### src/rtl/design_variables.sv
// Shared widths, frame sizing helper and FSM state type for the max-result transmitter.
package design_variables;

  localparam int SCORE_WIDTH    = 10;
  localparam int ROW_BITS_WIDTH = 5;
  localparam int COL_BITS_WIDTH = 5;
  localparam int RESULT_WIDTH   = SCORE_WIDTH + ROW_BITS_WIDTH + COL_BITS_WIDTH;
  localparam int DEF_OUT_WIDTH  = 8;

  // Number of output words needed to carry RESULT_WIDTH bits at a given word width.
  function automatic int result_words(input int out_w);
    return (RESULT_WIDTH + out_w - 1) / out_w;
  endfunction

  localparam int RESULT_WORDS = result_words(DEF_OUT_WIDTH);

  typedef enum logic [1:0] {
    IDLE = 2'd0,
    SEND = 2'd1,
    DONE = 2'd2
  } tx_state_e;

endpackage

### src/rtl/max_result_tx.sv
// Serialises {max_score, max_row, max_col} into OUT_WIDTH words, LSB word first.
// Optional MAX_TX_CHECKSUM_EN appends an XOR-of-data-words checksum as the final word.
module max_result_tx
  import design_variables::*;
#(
  parameter int OUT_WIDTH = 8
) (
  input  logic                      clk,
  input  logic                      rst_n,
  input  logic                      start_tx,
  input  logic [SCORE_WIDTH-1:0]    max_score,
  input  logic [ROW_BITS_WIDTH-1:0] max_row,
  input  logic [COL_BITS_WIDTH-1:0] max_col,
  output logic [OUT_WIDTH-1:0]      tx_data,
  output logic                      tx_valid,
  input  logic                      tx_ready,
  output logic                      tx_last,
  output logic                      busy,
  output logic                      tx_done
);

  localparam int NWORDS = result_words(OUT_WIDTH);
  localparam int PAD_W  = NWORDS * OUT_WIDTH;
  localparam int CNT_W  = $clog2(NWORDS + 1);
`ifdef MAX_TX_CHECKSUM_EN
  localparam int LAST_IDX = NWORDS;
`else
  localparam int LAST_IDX = NWORDS - 1;
`endif

  tx_state_e            state_q, state_d;
  logic [PAD_W-1:0]     frame_q, frame_d;
  logic [CNT_W-1:0]     cnt_q, cnt_d;
  logic [OUT_WIDTH-1:0] word;
  logic                 at_last;

  always_comb begin
    word = '0;
    for (int k = 0; k < NWORDS; k++)
      if (cnt_q == CNT_W'(k)) word = frame_q[k*OUT_WIDTH +: OUT_WIDTH];
`ifdef MAX_TX_CHECKSUM_EN
    begin
      logic [OUT_WIDTH-1:0] csum;
      csum = '0;
      for (int k = 0; k < NWORDS; k++) csum = csum ^ frame_q[k*OUT_WIDTH +: OUT_WIDTH];
      if (cnt_q == CNT_W'(NWORDS)) word = csum;
    end
`endif
  end

  assign at_last  = (cnt_q == CNT_W'(LAST_IDX));
  assign tx_valid = (state_q == SEND);
  assign tx_data  = tx_valid ? word : '0;
  assign tx_last  = tx_valid && at_last;
  assign busy     = (state_q != IDLE);
  assign tx_done  = (state_q == DONE);

  always_comb begin
    state_d = state_q;
    frame_d = frame_q;
    cnt_d   = cnt_q;
    unique case (state_q)
      IDLE: if (start_tx) begin
        frame_d = PAD_W'({max_score, max_row, max_col});
        cnt_d   = '0;
        state_d = SEND;
      end
      SEND: if (tx_ready) begin
        cnt_d = cnt_q + CNT_W'(1);
        if (at_last) state_d = DONE;
      end
      // start_tx is deliberately not looked at here: a pulse in DONE is dropped.
      DONE:    state_d = IDLE;
      default: state_d = IDLE;
    endcase
  end

  always_ff @(posedge clk or negedge rst_n) begin
    if (!rst_n) begin
      state_q <= IDLE;
      frame_q <= '0;
      cnt_q   <= '0;
    end else begin
      state_q <= state_d;
      frame_q <= frame_d;
      cnt_q   <= cnt_d;
    end
  end

endmodule

### config.mk
export PLATFORM = sky130hd
export DESIGN_NAME = max_result_tx
export DESIGN_NICKNAME = d
export VERILOG_FILES = /design/src/rtl/design_variables.sv /design/src/rtl/max_result_tx.sv
export SDC_FILE = /design/constraint.sdc
export NUM_CORES = 1
export LEC_CHECK = 0
export ABC_AREA = 0
export CAP_MARGIN = 20
export CORE_ASPECT_RATIO = 0.6
export CORE_MARGIN = 2
export CORE_UTILIZATION = 35
export CTS_CLUSTER_SIZE = 8
export DETAILED_ROUTE_END_ITERATION = 6
export GPL_TIMING_DRIVEN = 0
export HOLD_SLACK_MARGIN = 0.03
export PLACE_DENSITY_LB_ADDON = 0.25
export RECOVER_POWER = 100
export SLEW_MARGIN = 10
export SYNTH_ARGS = -nofsm -noshare
export SYNTH_HDL_FRONTEND = slang
export SYNTH_SLANG_ARGS = --single-unit
### constraint.sdc
create_clock -name clk -period 1.9 [get_ports clk]
set_input_delay 0.38 -clock clk [delete_from_list [all_inputs] [get_ports clk]]
set_output_delay 0.38 -clock clk [all_outputs]
set_load 0.02 [all_outputs]
* Word-level counts from Yosys, hierarchy flattened
Cells that the tools add are included.
** Storage, ports and cells
- Register bits :: 24
- Input port bits :: 24
- Output and inout bits :: 12
** Cells by class
- Add/sub/neg operators :: 1
- Equal/unequal tests :: 7
- Muxes and demuxes :: 11
- Reductions and logical operators :: 8
** Operators by type and width (count)
- $mux 8 :: 4
- $mux 2 :: 5
- $pmux 2 s2 :: 2
- $reduce_and 3->1 :: 2
- $eq 2x1->1 const B :: 2
- $eq 2x2->1 const B :: 2
- $logic_not 2->1 :: 2
- $ne 2x1->1 const B :: 2
- $reduce_bool 2->1 :: 2
- $add 2x1->2 const B :: 1
- $ne 2x2->1 const B :: 1
- $reduce_and 2->1 :: 1
- $logic_and 1x1->1 :: 1

* Depth between registers and ports, before layout
- Word-level depth :: 5
- Mapped depth :: 5

* Least setup slack after synthesis
No wires, ideal clock.
- Path kind :: flip-flop to output port
- Start point :: register cnt_q[0]
- End point :: output port tx_data[1]
- Arrival :: 1575 ps
- Data required time :: 1520 ps
- Path slack :: -55 ps
- Stages on the path, launching flop included :: 6
- Path through :: dfrtp_1 > inv_1 > ha_1 > clkbuf_1 > a21oi_1 > a221oi_1
** On the way
- Word-level cells in the longest chain between the ends :: 5
- Elaborated cells between the ends (all ways) :: 7
** RTL lines
- start: declaration :: line max_result_tx.sv:33 : logic [CNT_W-1:0] cnt_q, cnt_d;
- start signal: assignment :: line max_result_tx.sv:86 : cnt_q <= cnt_d;
- $logic_not 2->1 :: line max_result_tx.sv:40 : if (cnt_q == CNT_W'(k)) word = frame_q[k*OUT_WIDTH +: OUT_WIDTH];
- $mux 8 (2 in a row) :: line max_result_tx.sv:40
- $mux 8 (*) :: line max_result_tx.sv:40
- $mux 8 (*) :: line max_result_tx.sv:53 : assign tx_data = tx_valid ? word : '0;
- end: declaration :: line max_result_tx.sv:14 : output logic [OUT_WIDTH-1:0] tx_data,
Every way passes the cells marked *; elsewhere a longest branch is shown, timed or not.

* Final worst setup path
- Start point :: register cnt_q[1]
- End point :: output port tx_data[4]
The elaborated chain is that of the path after synthesis.

==> reports/metrics.csv <==
stage,metric,value,unit
timing,Peak Freq,482,MHz
global_route,grt total ovfl,0,
cells_and_area,Final Cell Area,0.00183,sq mm
placement,DP Area,0.00162,sq mm
yosys,Yosys top cell area share,0.496,
yosys,average size of a mapped cell,12.1,sq um
yosys,cell count after synthesis,100,
die,die area,0.00396,sq mm
timing,Max Slew Vio Count,0,
die,Initial Util,0.369,
timing,Worst Tran Pin Value,1.33,ns
yosys,Synth Flop Type,dfrtp_1,
run,Max-Cap Viols,0,
min_path,Tightest Hold Check Type,input port to asynchronous set/reset pin,
yosys,most frequent cell after synthesis,dfrtp_1,
clock_network,Clock Sinks,24,
detailed_routing,WL final,2780,um
clock_network,"Clk Latency, worst-skew pair",0.27,ns
timing,Final period util,1.09,
power,Peak VDD IR,705,uV
timing,relative slew slack,0.116,
global_route,maximum number of pins on one net before global-route repair,25,
clock_network,"Clk pin slew, worst setup/hold paths",0.09,ns
die,Die Width,79.9,um
yosys,Yosys cell types,24,
clock_network,Bufs on Longest Clock Path,2,
cells_and_area,area grow syn2layout,51.3,%
clock_network,CTS Hold Bufs,0,
worst_setup_path,kind of critical path,flop to output pin,
detailed_routing,drt first pass iters,3,
yosys,ys async rst share,1.00,
yosys,Post-Syn Nets,127,
placement,PortBufs,35,
detailed_routing,via/cell ratio,4.82,
global_route,GR Util All Layers,0.145,
clock_network,CTS root buf,clkbuf_8,
clock_network,H-tree levels,1,
detailed_routing,Post-DRT Antenna Nets,0,
yosys,Post-synth EDFFs,0,
placement,DP HPWL,1810,um
die,num ports,36,
detailed_routing,number of remaining DRC errors,0,
worst_setup_path,CP peak stage delay,0.43,ns
die,core area,0.00328,sq mm
worst_setup_path,"Critical Path, Cell by Cell",buf_6 > ha_4 > or3b_4 > a21oi_4 > buf_6,
worst_setup_path,Crit path max-delay family,simple AND/OR/NAND/NOR gates,
timing,clock skew,0.00768,ns
yosys,Area contributors post-synth,"dfrtp_1, mux2_2, nand3b_1, a21oi_1, ha_1",
worst_setup_path,Worst EP required,1.52,ns
yosys,Synth Warn #,0,
power,power density cells,1650,mW/mm^2
die,die height,49.6,um
timing,final setup margin,-0.176,ns
yosys,Yosys top cell by area,dfrtp_1,
yosys,cell area after synthesis,0.00121,sq mm
power,overall power,3.02,mW
worst_setup_path,Critical Path AT,1.70,ns
cells_and_area,n_diodes,0,
yosys,#FFs+latches synth,24,
global_route,initial antenna violation count,0,
timing,fin crit period,2.08,ns
clock_network,Num CTS Buffers,3,
worst_setup_path,CP Max Fanout,4,
timing,hold violation total from the final report,0,
detailed_routing,Routed WL per cell,14.5,um
cells_and_area,# fillers,303,
detailed_routing,DR iter-0 viols,63,
worst_setup_path,cell mode on critical path,buf_6,
run_status,status,"complete, but fails checks",
worst_setup_path,Startpoint Class,flop,
global_route,vias in the first global route,909,
global_route,first-pass GRT wire length,4340,um
worst_setup_path,CP max-delay cell,or3b_4,
worst_setup_path,Crit path buffers/inverters,2,
clock_network,CTS tree,done,
cells_and_area,share of cells above drive strength 1,0.442,
run_status,failing checks,negative setup slack,
detailed_routing,DR vias,925,
worst_setup_path,critical path endpoint category,output pin,
die,row cnt,16,
yosys,most common library cells after synthesis,"dfrtp_1, mux2_2, a21oi_1, nand3b_1",
timing,unrepaired setup endpoints after global routing,yes,
placement,GPL Wtd Cong,0.713,
power,Leak Pwr,0.776,nW
yosys,sequential share of the synthesized area,0.496,
cells_and_area,Nets,175,
timing,# setup viols final,8,
## flip-flops by register name, summed over array words and instances (netlist names)
| name | flops |
|---|---|
| frame_q | 20 |
| state_q | 2 |
| cnt_q | 2 |
## metrics by stage
stage / hold slack [ns] / setup WS [ns] / setup TNS, ns / util / instances
finish: 0.382 / -0.176 / -0.941 / 0.558 / 192
global route: 0.500 / -0.221 / -1.53 / 0.558 / 192
CTS: 0.504 / -0.148 / -0.964 / 0.548 / 190
detailed placement: 0.483 / -0.616 / -4.12 / 0.493 / 180
global placement: 0.473 / -0.574 / -3.84 / 0.493 / 180
floorplan: 0.0844 / -0.0545 / -0.171 / - / 100
## worst paths after layout
path                       slack, ns  cells past startpoint          end        start
max in group asynchronous       0.65                      1   state_q[1]        rst_n
max reg2reg                     0.48                      4   frame_q[9]   state_q[0]
max                            -0.18                      5   tx_data[4]     cnt_q[1]
min in group clk                0.50                      1  frame_q[13]  frame_q[13]
min                             0.38                      1  frame_q[14]        rst_n
min reg2reg                     0.50                      1  frame_q[13]  frame_q[13]
## layer usage
layer	GRT usage	vias to the layer above	wire [um]
met5	0	-	0
met4	0.0339	0	30
met3	0.0385	5	151
met2	0.221	25	1230
met1	0.205	446	1370
li1	-	449	-
## final cells by class
type                            count  area (sq um)  share of cell area
Tap cell                           45          56.3              0.0307
Inverter                            7          26.3              0.0143
Timing Repair Buffer               44           409               0.223
Buffer                              5          58.8              0.0321
Sequential cell                    24           602               0.328
Multi-Input combinational cell     63           626               0.341
Clock buffer                        4          55.1              0.0300
## where the power goes
| group | internal, mW | switching, mW |
|---|---|---|
| sequential | 0.762 | 0.131 |
| combinational | 0.938 | 0.839 |
| clock | 0.185 | 0.162 |
| total | 1.89 | 1.13 |
## timing repair
action / 4_1_cts / 5_1_grt
pin swaps: 4 / 5
endpoints found under the setup margin: 12 / 10
gates resized for setup: 76 / 10
buffers inserted: 6 / 2
cloned: 1 / 0
## cell families (layout without fill, tap and decap cells)
family | count (synthesis) | in the layout | synth area share
multiplexers | 20 | 20 | 0.186
adder cells (fa/ha/maj) | 3 | 3 | 0.0310
AND/OR/NAND/NOR | 24 | 24 | 0.136
flip-flops | 24 | 24 | 0.496
buffers and inverters | 13 | 60 | 0.0599
AO/OA/AOI/OAI | 16 | 16 | 0.0909
## worst reg2reg max path, delay by kind of cell (launching register included)
kind,cells,cell delay [ns]
buffers and inverters,2,0.34
DFF,1,0.38
muxes,1,0.34
and+or+nand+nor,1,0.24
## placed cells by master (no fill, tap or decap)
cell type,instances
nand4b_1,1
dlymetal6s2s_1,1
a221oi_2,4
nand2b_1,1
dfrtp_2,1
nor3b_4,1
buf_4,10
and2_1,1
clkbuf_8,5
inv_2,2
mux2_1,1
clkbuf_2,1
clkdlybuf4s50_1,22
inv_1,5
a21oi_2,3
a21o_1,1
o21ba_2,1
and3_1,1
nand4bb_1,1
buf_2,1
dfrtp_1,23
nand2_1,7
o221ai_1,2
ha_4,3
mux2_2,19
a21oi_4,1
clkbuf_1,1
a21oi_1,4
dlygate4sd2_1,1
or2_2,1
nand3b_1,8
nor2b_1,1
or3b_4,1
buf_6,11
No activity file was read; power rests on OpenSTA's default activity.
